**src/rtl/mul_pkg.sv**
```systemverilog
// Purpose : shared types and constants for the 4x4 systolic multiply datapath.
// Latency : n/a (package only).
// Backpressure: n/a.
// Contents: array/data width constants, memory-mode and scheduler-state enums,
//           and the memory-mode to systolic-mode mapping.
package mul_pkg;

  localparam int SYSTOLIC_WIDTH = 4;
  localparam int DATA_WIDTH     = 8;

  typedef enum logic [2:0] {
    IDLE = 3'd0,
    AS   = 3'd1,
    SA   = 3'd2,
    SB   = 3'd3,
    BS   = 3'd4
  } mem_mode_e;

  typedef enum logic [2:0] {
    S_IDLE  = 3'd0,
    S_LOAD  = 3'd1,
    S_CALC  = 3'd2,
    S_WRITE = 3'd3,
    S_DONE  = 3'd4
  } sched_state_e;

  // AS/SA run output-stationary, SB/BS weight-stationary.
  function automatic logic mode_to_systolic(input logic [2:0] mode);
    return (mode == AS) || (mode == SA);
  endfunction

endpackage

```
**src/rtl/sched_beat_cnt.sv**
```systemverilog
// Purpose : loadable up-counter with enable and terminal-count flag; wraps to 0 when
//           enabled at terminal count.
// Latency : count updates one cycle after en/ld; tc is combinational from the count.
// Backpressure: caller gates en (e.g. with hold) to freeze the count.
// Ports   : clk, rst_n, ld/ld_val (load, wins over en), en, last (terminal value),
//           cnt (current value), tc (cnt == last).
module sched_beat_cnt #(
  parameter int WIDTH = 16
) (
  input  logic             clk,
  input  logic             rst_n,
  input  logic             ld,
  input  logic [WIDTH-1:0] ld_val,
  input  logic             en,
  input  logic [WIDTH-1:0] last,
  output logic [WIDTH-1:0] cnt,
  output logic             tc
);

  assign tc = (cnt == last);

  always_ff @(posedge clk or negedge rst_n) begin
    if (!rst_n) begin
      cnt <= '0;
    end else if (ld) begin
      cnt <= ld_val;
    end else if (en) begin
      cnt <= tc ? '0 : cnt + WIDTH'(1);
    end
  end

endmodule

```
**src/rtl/systolic_sched.sv**
```systemverilog
// Purpose : job sequencer for the systolic multiply datapath (LOAD/CALC per K-slice,
//           WRITE per tile), driving BRAM addresses/strobes and systolic controls.
// Latency : first rd_en one cycle after calc_init; done at 1 + n_tiles*(n_k*(W+CALC)+W).
// Backpressure: hold freezes state/counters/addresses and masks rd_en/wr_en that cycle.
// Ports   : clk, rst_n, calc_init, mem_mode, n_k, n_tiles, left/right/wr_base, hold in;
//           rd_en, rd_addr_left/right, wr_en, wr_addr, transposition_slect,
//           systolic_mode, systolic_state, busy, done, err, perf_cycles, perf_hold out.
// Option  : define SYSTOLIC_SCHED_PERF_EN to enable the busy/held cycle counters.
module systolic_sched #(
  parameter int SYSTOLIC_WIDTH = mul_pkg::SYSTOLIC_WIDTH,
  parameter int ADDR_WIDTH     = 32,
  parameter int CNT_WIDTH      = 16,
  parameter int CALC_CYCLES    = 2 * SYSTOLIC_WIDTH - 1
) (
  input  logic                  clk,
  input  logic                  rst_n,
  input  logic                  calc_init,
  input  logic [2:0]            mem_mode,
  input  logic [CNT_WIDTH-1:0]  n_k,
  input  logic [CNT_WIDTH-1:0]  n_tiles,
  input  logic [ADDR_WIDTH-1:0] left_base,
  input  logic [ADDR_WIDTH-1:0] right_base,
  input  logic [ADDR_WIDTH-1:0] wr_base,
  input  logic                  hold,
  output logic                  rd_en,
  output logic [ADDR_WIDTH-1:0] rd_addr_left,
  output logic [ADDR_WIDTH-1:0] rd_addr_right,
  output logic                  wr_en,
  output logic [ADDR_WIDTH-1:0] wr_addr,
  output logic                  transposition_slect,
  output logic                  systolic_mode,
  output logic                  systolic_state,
  output logic                  busy,
  output logic                  done,
  output logic                  err,
  output logic [31:0]           perf_cycles,
  output logic [31:0]           perf_hold
);
  import mul_pkg::*;

  sched_state_e state, state_nxt;

  logic [CNT_WIDTH-1:0]  beat_cnt, calc_cnt, k_cnt, tile_cnt;
  logic                  beat_tc, calc_tc, k_tc, tile_tc;
  logic [CNT_WIDTH-1:0]  n_k_q, n_tiles_q;
  logic [ADDR_WIDTH-1:0] left_base_q, right_base_q, wr_base_q, left_off;
  logic                  mode_q, tsel_q, err_q;

  logic cfg_ok, start, beat_en, calc_en, k_en, tile_en, load_last;

  assign cfg_ok = (mem_mode != IDLE) && (mem_mode <= BS) && (n_k != '0) && (n_tiles != '0);
  assign start  = (state == S_IDLE) && calc_init && cfg_ok;

  // Counters wrap to 0 at terminal count, so k/tile are already clear when the
  // next tile/job would need them.
  assign beat_en   = !hold && ((state == S_LOAD) || (state == S_WRITE));
  assign calc_en   = !hold && (state == S_CALC);
  assign k_en      = calc_en && calc_tc;
  assign tile_en   = !hold && (state == S_WRITE) && beat_tc;
  assign load_last = !hold && (state == S_LOAD) && beat_tc;

  sched_beat_cnt #(.WIDTH(CNT_WIDTH)) u_beat (
    .clk(clk), .rst_n(rst_n), .ld(start), .ld_val('0), .en(beat_en),
    .last(CNT_WIDTH'(SYSTOLIC_WIDTH - 1)), .cnt(beat_cnt), .tc(beat_tc));

  sched_beat_cnt #(.WIDTH(CNT_WIDTH)) u_calc (
    .clk(clk), .rst_n(rst_n), .ld(start), .ld_val('0), .en(calc_en),
    .last(CNT_WIDTH'(CALC_CYCLES - 1)), .cnt(calc_cnt), .tc(calc_tc));

  sched_beat_cnt #(.WIDTH(CNT_WIDTH)) u_k (
    .clk(clk), .rst_n(rst_n), .ld(start), .ld_val('0), .en(k_en),
    .last(n_k_q - CNT_WIDTH'(1)), .cnt(k_cnt), .tc(k_tc));

  sched_beat_cnt #(.WIDTH(CNT_WIDTH)) u_tile (
    .clk(clk), .rst_n(rst_n), .ld(start), .ld_val('0), .en(tile_en),
    .last(n_tiles_q - CNT_WIDTH'(1)), .cnt(tile_cnt), .tc(tile_tc));

  // State register
  always_ff @(posedge clk or negedge rst_n) begin
    if (!rst_n) state <= S_IDLE;
    else        state <= state_nxt;
  end

  // Next-state logic
  always_comb begin
    state_nxt = state;
    case (state)
      S_IDLE:  if (start) state_nxt = S_LOAD;
      S_LOAD:  if (load_last) state_nxt = S_CALC;
      S_CALC:  if (calc_en && calc_tc) state_nxt = k_tc ? S_WRITE : S_LOAD;
      S_WRITE: if (tile_en) state_nxt = tile_tc ? S_DONE : S_LOAD;
      S_DONE:  state_nxt = S_IDLE;
      default: state_nxt = S_IDLE;
    endcase
  end

  // Job configuration, linear left-operand offset, ping-pong select, reject pulse
  always_ff @(posedge clk or negedge rst_n) begin
    if (!rst_n) begin
      n_k_q        <= '0;
      n_tiles_q    <= '0;
      left_base_q  <= '0;
      right_base_q <= '0;
      wr_base_q    <= '0;
      left_off     <= '0;
      mode_q       <= 1'b0;
      tsel_q       <= 1'b0;
      err_q        <= 1'b0;
    end else begin
      err_q <= (state == S_IDLE) && calc_init && !cfg_ok;
      if (start) begin
        n_k_q        <= n_k;
        n_tiles_q    <= n_tiles;
        left_base_q  <= left_base;
        right_base_q <= right_base;
        wr_base_q    <= wr_base;
        left_off     <= '0;
        mode_q       <= mode_to_systolic(mem_mode);
        tsel_q       <= 1'b0;
      end else begin
        if (!hold && (state == S_LOAD)) left_off <= left_off + ADDR_WIDTH'(1);
        if (load_last) tsel_q <= ~tsel_q;
      end
    end
  end

  // Output logic
  always_comb begin
    rd_en               = (state == S_LOAD) && !hold;
    wr_en               = (state == S_WRITE) && !hold;
    systolic_state      = (state == S_CALC);
    busy                = (state == S_LOAD) || (state == S_CALC) || (state == S_WRITE);
    done                = (state == S_DONE);
    systolic_mode       = (state != S_IDLE) && mode_q;
    transposition_slect = tsel_q;
    err                 = err_q;
  end

  // Right operand restarts per tile because k_cnt is back at 0 for every tile.
  assign rd_addr_left  = left_base_q + left_off;
  assign rd_addr_right = right_base_q + ADDR_WIDTH'(k_cnt) * ADDR_WIDTH'(SYSTOLIC_WIDTH)
                         + ADDR_WIDTH'(beat_cnt);
  assign wr_addr       = wr_base_q + ADDR_WIDTH'(tile_cnt) * ADDR_WIDTH'(SYSTOLIC_WIDTH)
                         + ADDR_WIDTH'(beat_cnt);

`ifdef SYSTOLIC_SCHED_PERF_EN
  always_ff @(posedge clk or negedge rst_n) begin
    if (!rst_n) begin
      perf_cycles <= '0;
      perf_hold   <= '0;
    end else if (start) begin
      perf_cycles <= '0;
      perf_hold   <= '0;
    end else if (busy) begin
      if (perf_cycles != '1) perf_cycles <= perf_cycles + 32'd1;
      if (hold && (perf_hold != '1)) perf_hold <= perf_hold + 32'd1;
    end
  end
`else
  assign perf_cycles = '0;
  assign perf_hold   = '0;
`endif

endmodule
```
**config.mk**
```make
export PLATFORM = sky130hd
export DESIGN_NAME = systolic_sched
export DESIGN_NICKNAME = d
export VERILOG_FILES = /design/src/rtl/mul_pkg.sv /design/src/rtl/sched_beat_cnt.sv /design/src/rtl/systolic_sched.sv
export SDC_FILE = /design/constraint.sdc
export NUM_CORES = 1
export LEC_CHECK = 0
export ABC_AREA = 1
export CORE_MARGIN = 2
export CORE_UTILIZATION = 34
export CTS_BUF_LIST = sky130_fd_sc_hd__clkbuf_2 sky130_fd_sc_hd__clkbuf_4 sky130_fd_sc_hd__clkbuf_8
export CTS_CLUSTER_SIZE = 24
export DETAILED_ROUTE_END_ITERATION = 10
export MAX_ROUTING_LAYER = met4
export SYNTH_ARGS = -nofsm -noshare
export SYNTH_HDL_FRONTEND = slang
export SYNTH_SLANG_ARGS = --single-unit
```
**constraint.sdc**
```tcl
create_clock -name clk -period 4.4 [get_ports clk]
set_clock_uncertainty 0.05 [all_clocks]
set_input_delay 0.88 -clock clk [delete_from_list [all_inputs] [get_ports clk]]
set_output_delay 0.88 -clock clk [all_outputs]
set_load 0.03 [all_outputs]
```
==> results.txt <==
The run finished with clean final reports. The number of enable-type register cells in the synthesized netlist is 0. The internal power summed over all cells is 8.95 mW. The post-synthesis register bit count is 230.

The share of total power in combinational logic came out at 0.650. In this run, placement finished with an instance count of 3400. The final critical delay including setup and external delays is 4300 ps. The worst register-to-register path begins at state[1]$_DFFE_PN0P_. For this design, the CTS-stage hold fixing added 0 buffers. The remaining antenna violation count came out at 0. The minimum setup slack in the final design is 102 ps. At the worst endpoint, the arrival time is 3370 ps. Leaving out fill and tap cells, the most frequent cells in the layout are sky130_fd_sc_hd__nand2_1, sky130_fd_sc_hd__inv_1, sky130_fd_sc_hd__dfrtp_1.

Of all nets on the critical path, the largest fanout is 3. The number of iterations in the first detailed-routing pass is 7. The final hold violation count came out at 0. The number of nets in the layout came out at 3034. The standard cell core area came out at 0.0515 sq mm.

Summed over all nets, the half-perimeter wirelength after detailed placement is 44800 microns. After detailed routing, the number of remaining DRC violations is 0. The synthesis-to-layout area growth is 28.1%. The synthesis warning total is 0. The design draws 18.0 mW. The first-pass GRT wire length came out at 90600 microns.

The mapped cell area came out at 0.0178 sq mm. The horizontal extent of the die came out at 233 microns. Across every metal layer, demand over resource in global routing totals 0.217. The initialized floorplan defines 83 standard-cell rows. The number of global-route vias before repair is 17000. The worst-skew pair later-pin latency is 630 ps. The final routed wirelength across all metal layers came out at 57700 microns.

The required time at the endpoint of the critical path is 3470 ps. Clock tree synthesis inserted a total of 45 buffers. The total leakage power is 11.0 nW.

Of the available clock period, the critical path in the final layout requires 0.977. The tightest min-delay check is of the input pin to asynchronous set/reset pin type. After synthesis, the mean cell area works out to 7.17 sq um.

In this run the register-to-register setup slack is 1810 ps. The number of port buffers is 238. The startpoint-to-endpoint class of the critical path is flop to output pin.

The number of distinct library cells after synthesis is 55. The highest attainable clock frequency came out at 233 MHz. The normalized max-slew margin came out at 0.520.

Setup violations remaining at the end of the flow were counted as 0. The final weighted congestion in routability-driven placement is 0.934. The number of antenna violations at the first check in global routing is 1.

The tool flagged a number of max-cap violations equal to 0. The floorplan step defined a die boundary enclosing 0.0541 sq mm. The global routing met2 resource utilization came out at 0.344.

The leading cell type in the layout, fill and taps excluded is sky130_fd_sc_hd__nand2_1. For met3 alone, demand over resource in global routing was 0.0387. The transition time of the tightest slew-check pin is 713 ps.

Of the total power, the clock network draws 0.138. The portion of the post-synthesis area used by sequential elements came out at 0.324. The detail-routed via count per cell came out at 4.93. Clock-pin slew was measured on the worst setup and hold paths at 60 ps.

The worst register-to-register path has a depth of 8. No sink is reached through more buffers than the 3 on the longest clock path. The fraction of final layout cells with drive strength greater than 1 came out at 0.120. The first routing iteration left 1032 violations. The count of boundary I/O pins came out at 303.

The height of the die is 233 microns. The pin count of the biggest net entering global routing came out at 84. The routed via count came out at 17300. The cell count after synthesis is 2478. The total count of max-transition violations in the final report came out at 0. The critical path startpoint category is a flop. The final sum of negative setup slack came out at 0 ps.

The count of cells in the finished layout, fillers not included, comes to 3500. The tree is rooted in a sky130_fd_sc_hd__clkbuf_8. In this run the critical register-to-register path is captured at left_off[24]$_DFFE_PN0P_. The H-tree generated during clock tree synthesis spans 2 levels. The power per cell area is 792 mW/mm^2. For this run, the leading register cell type out of synthesis is sky130_fd_sc_hd__dfrtp_1. The switching component of the power is 9.06 mW. The total congestion overflow came out at 0.

For met1 alone, demand over resource in global routing was 0.279. The instance area at placement is 0.0211 sq mm. Setup repair after global routing could not meet its margin everywhere. The busiest layer in global routing is met2. The sort of element at the end of the critical path is an output pin.

The clock tree from TritonCTS is built. Counting flops with an async set or reset pin after synthesis yields a share of 1.00. After routing the design area is 0.0228 sq mm. The peak ir drop on the vdd network is 0.000673 V.

The initial utilization of the core area, before any placement, comes to 0.345. Of the total power, registers draw 0.212. The routed length per placed instance is 16.5 microns. The number of fill cells in the layout came out at 5284. The total clock sinks came out at 230. The post-placement worst setup slack came out at 152 ps. The switching fraction of total power is 0.503.
-- worst max path at each step --
| stage | startpoint | end | slack, ps | cells after the start |
|---|---|---|---|---|
| after detailed placement | u_beat.cnt[2]$_DFFE_PN0P_ | rd_addr_right[9] | 150 | 8 |
| after global placement | u_beat.cnt[5]$_DFFE_PN0P_ | wr_addr[29] | 150 | 10 |
| after global routing | u_beat.cnt[11]$_DFFE_PN0P_ | wr_addr[28] | -30 | 11 |
| final | u_beat.cnt[3]$_DFFE_PN0P_ | wr_addr[9] | 100 | 11 |
| after CTS | u_beat.cnt[2]$_DFFE_PN0P_ | rd_addr_right[9] | -0.5 | 8 |
| after floorplan | u_beat.cnt[2]$_DFFE_PN0P_ | rd_addr_right[23] | 720 | 10 |
-- per-layer routing --
metal  wire, microns  vias up
met5               0        -
met4            1670        0
met3            3310       92
met2           26900      453
met1           25900     8152
li1                -     8565
-- stage by stage --
stage	util	hold WS (ps)
6_report	0.442	174
5_1_grt	0.442	212
4_1_cts	0.433	183
3_3_place_gp	0.410	423
2_1_floorplan	-	403
3_5_place_dp	0.410	427
-- synthesized netlist by cell type, types with 7 or more instances --
cell | number | share of area
sky130_fd_sc_hd__a21oi_1 | 121 | 0.034
sky130_fd_sc_hd__a31oi_1 | 11 | 0.0039
sky130_fd_sc_hd__buf_2 | 31 | 0.0087
sky130_fd_sc_hd__buf_4 | 66 | 0.028
sky130_fd_sc_hd__clkbuf_1 | 12 | 0.0025
sky130_fd_sc_hd__dfrtp_1 | 230 | 0.32
sky130_fd_sc_hd__fa_1 | 31 | 0.035
sky130_fd_sc_hd__ha_1 | 83 | 0.058
sky130_fd_sc_hd__inv_1 | 251 | 0.053
sky130_fd_sc_hd__nand2_1 | 744 | 0.16
sky130_fd_sc_hd__nand2_2 | 11 | 0.0039
sky130_fd_sc_hd__nand3_1 | 134 | 0.038
sky130_fd_sc_hd__nand3b_1 | 7 | 0.0030
sky130_fd_sc_hd__nand4_1 | 74 | 0.026
sky130_fd_sc_hd__nor2_1 | 217 | 0.046
sky130_fd_sc_hd__nor2_4 | 7 | 0.0044
sky130_fd_sc_hd__nor3_1 | 55 | 0.015
sky130_fd_sc_hd__nor4_1 | 26 | 0.0092
sky130_fd_sc_hd__o21a_1 | 12 | 0.0051
sky130_fd_sc_hd__o21ai_0 | 118 | 0.033
sky130_fd_sc_hd__o21bai_1 | 8 | 0.0034
sky130_fd_sc_hd__o22ai_1 | 11 | 0.0039
sky130_fd_sc_hd__xnor2_1 | 43 | 0.021
sky130_fd_sc_hd__xor2_1 | 107 | 0.053
-- cell type report --
cell class | instances | area (sq um) | area share
diodes | 1 | 2.50 | 0.000110
clock inverters | 13 | 150 | 0.00660
clock buffers | 68 | 867 | 0.0381
well taps | 680 | 851 | 0.0374
repair buffers | 313 | 3100 | 0.136
multi-input cells | 1938 | 11000 | 0.485
inverters | 257 | 970 | 0.0426
flip-flops and latches | 230 | 5770 | 0.254
-- state kept, by name, summed over array words and instances (netlist names), 32 cells and up --
name	count
left_base_q	32
left_off	32
right_base_q	32
wr_base_q	32
-- cells by family (layout without fill, tap and decap cells) --
group,count (synthesis),in the layout,share of synthesized area
buf+inv,373,651,0.0963
flops,230,230,0.324
other cells,1,65,0.000211
fa+ha+maj,114,114,0.0934
simple gates,1298,1298,0.316
compound gates,312,312,0.0964
xor+xnor,150,150,0.0740
-- worst max-delay path: stages (launching register included) --
cell and delay (ps):
sky130_fd_sc_hd__dfrtp_2 470, sky130_fd_sc_hd__fa_1 500, sky130_fd_sc_hd__ha_4 310, sky130_fd_sc_hd__nand2_1 70, sky130_fd_sc_hd__o21a_2 240, sky130_fd_sc_hd__o21ai_2 180
sky130_fd_sc_hd__buf_6 130, sky130_fd_sc_hd__nand3_1 80, sky130_fd_sc_hd__nand2_2 90, sky130_fd_sc_hd__buf_4 110, sky130_fd_sc_hd__xor2_1 380, sky130_fd_sc_hd__buf_12 190
-- power by group through the flow --
stage	clock [mW]	sequential [mW]	combinational [mW]
3_3_place_gp	0	3.83	11.2
6_report	2.49	3.81	11.7
5_1_grt	2.65	3.93	12.7
4_1_cts	2.56	3.82	11.2
3_5_place_dp	0	3.84	11.2
2_1_floorplan	0	3.56	6.93
-- repair_timing --
item                                    CTS  global route
pin swaps                                 5            31
resized for setup                       128           121
endpoints found under the setup margin   67            59
setup buffers                             2            16
Note: power is estimated with default switching activity, not from simulation.
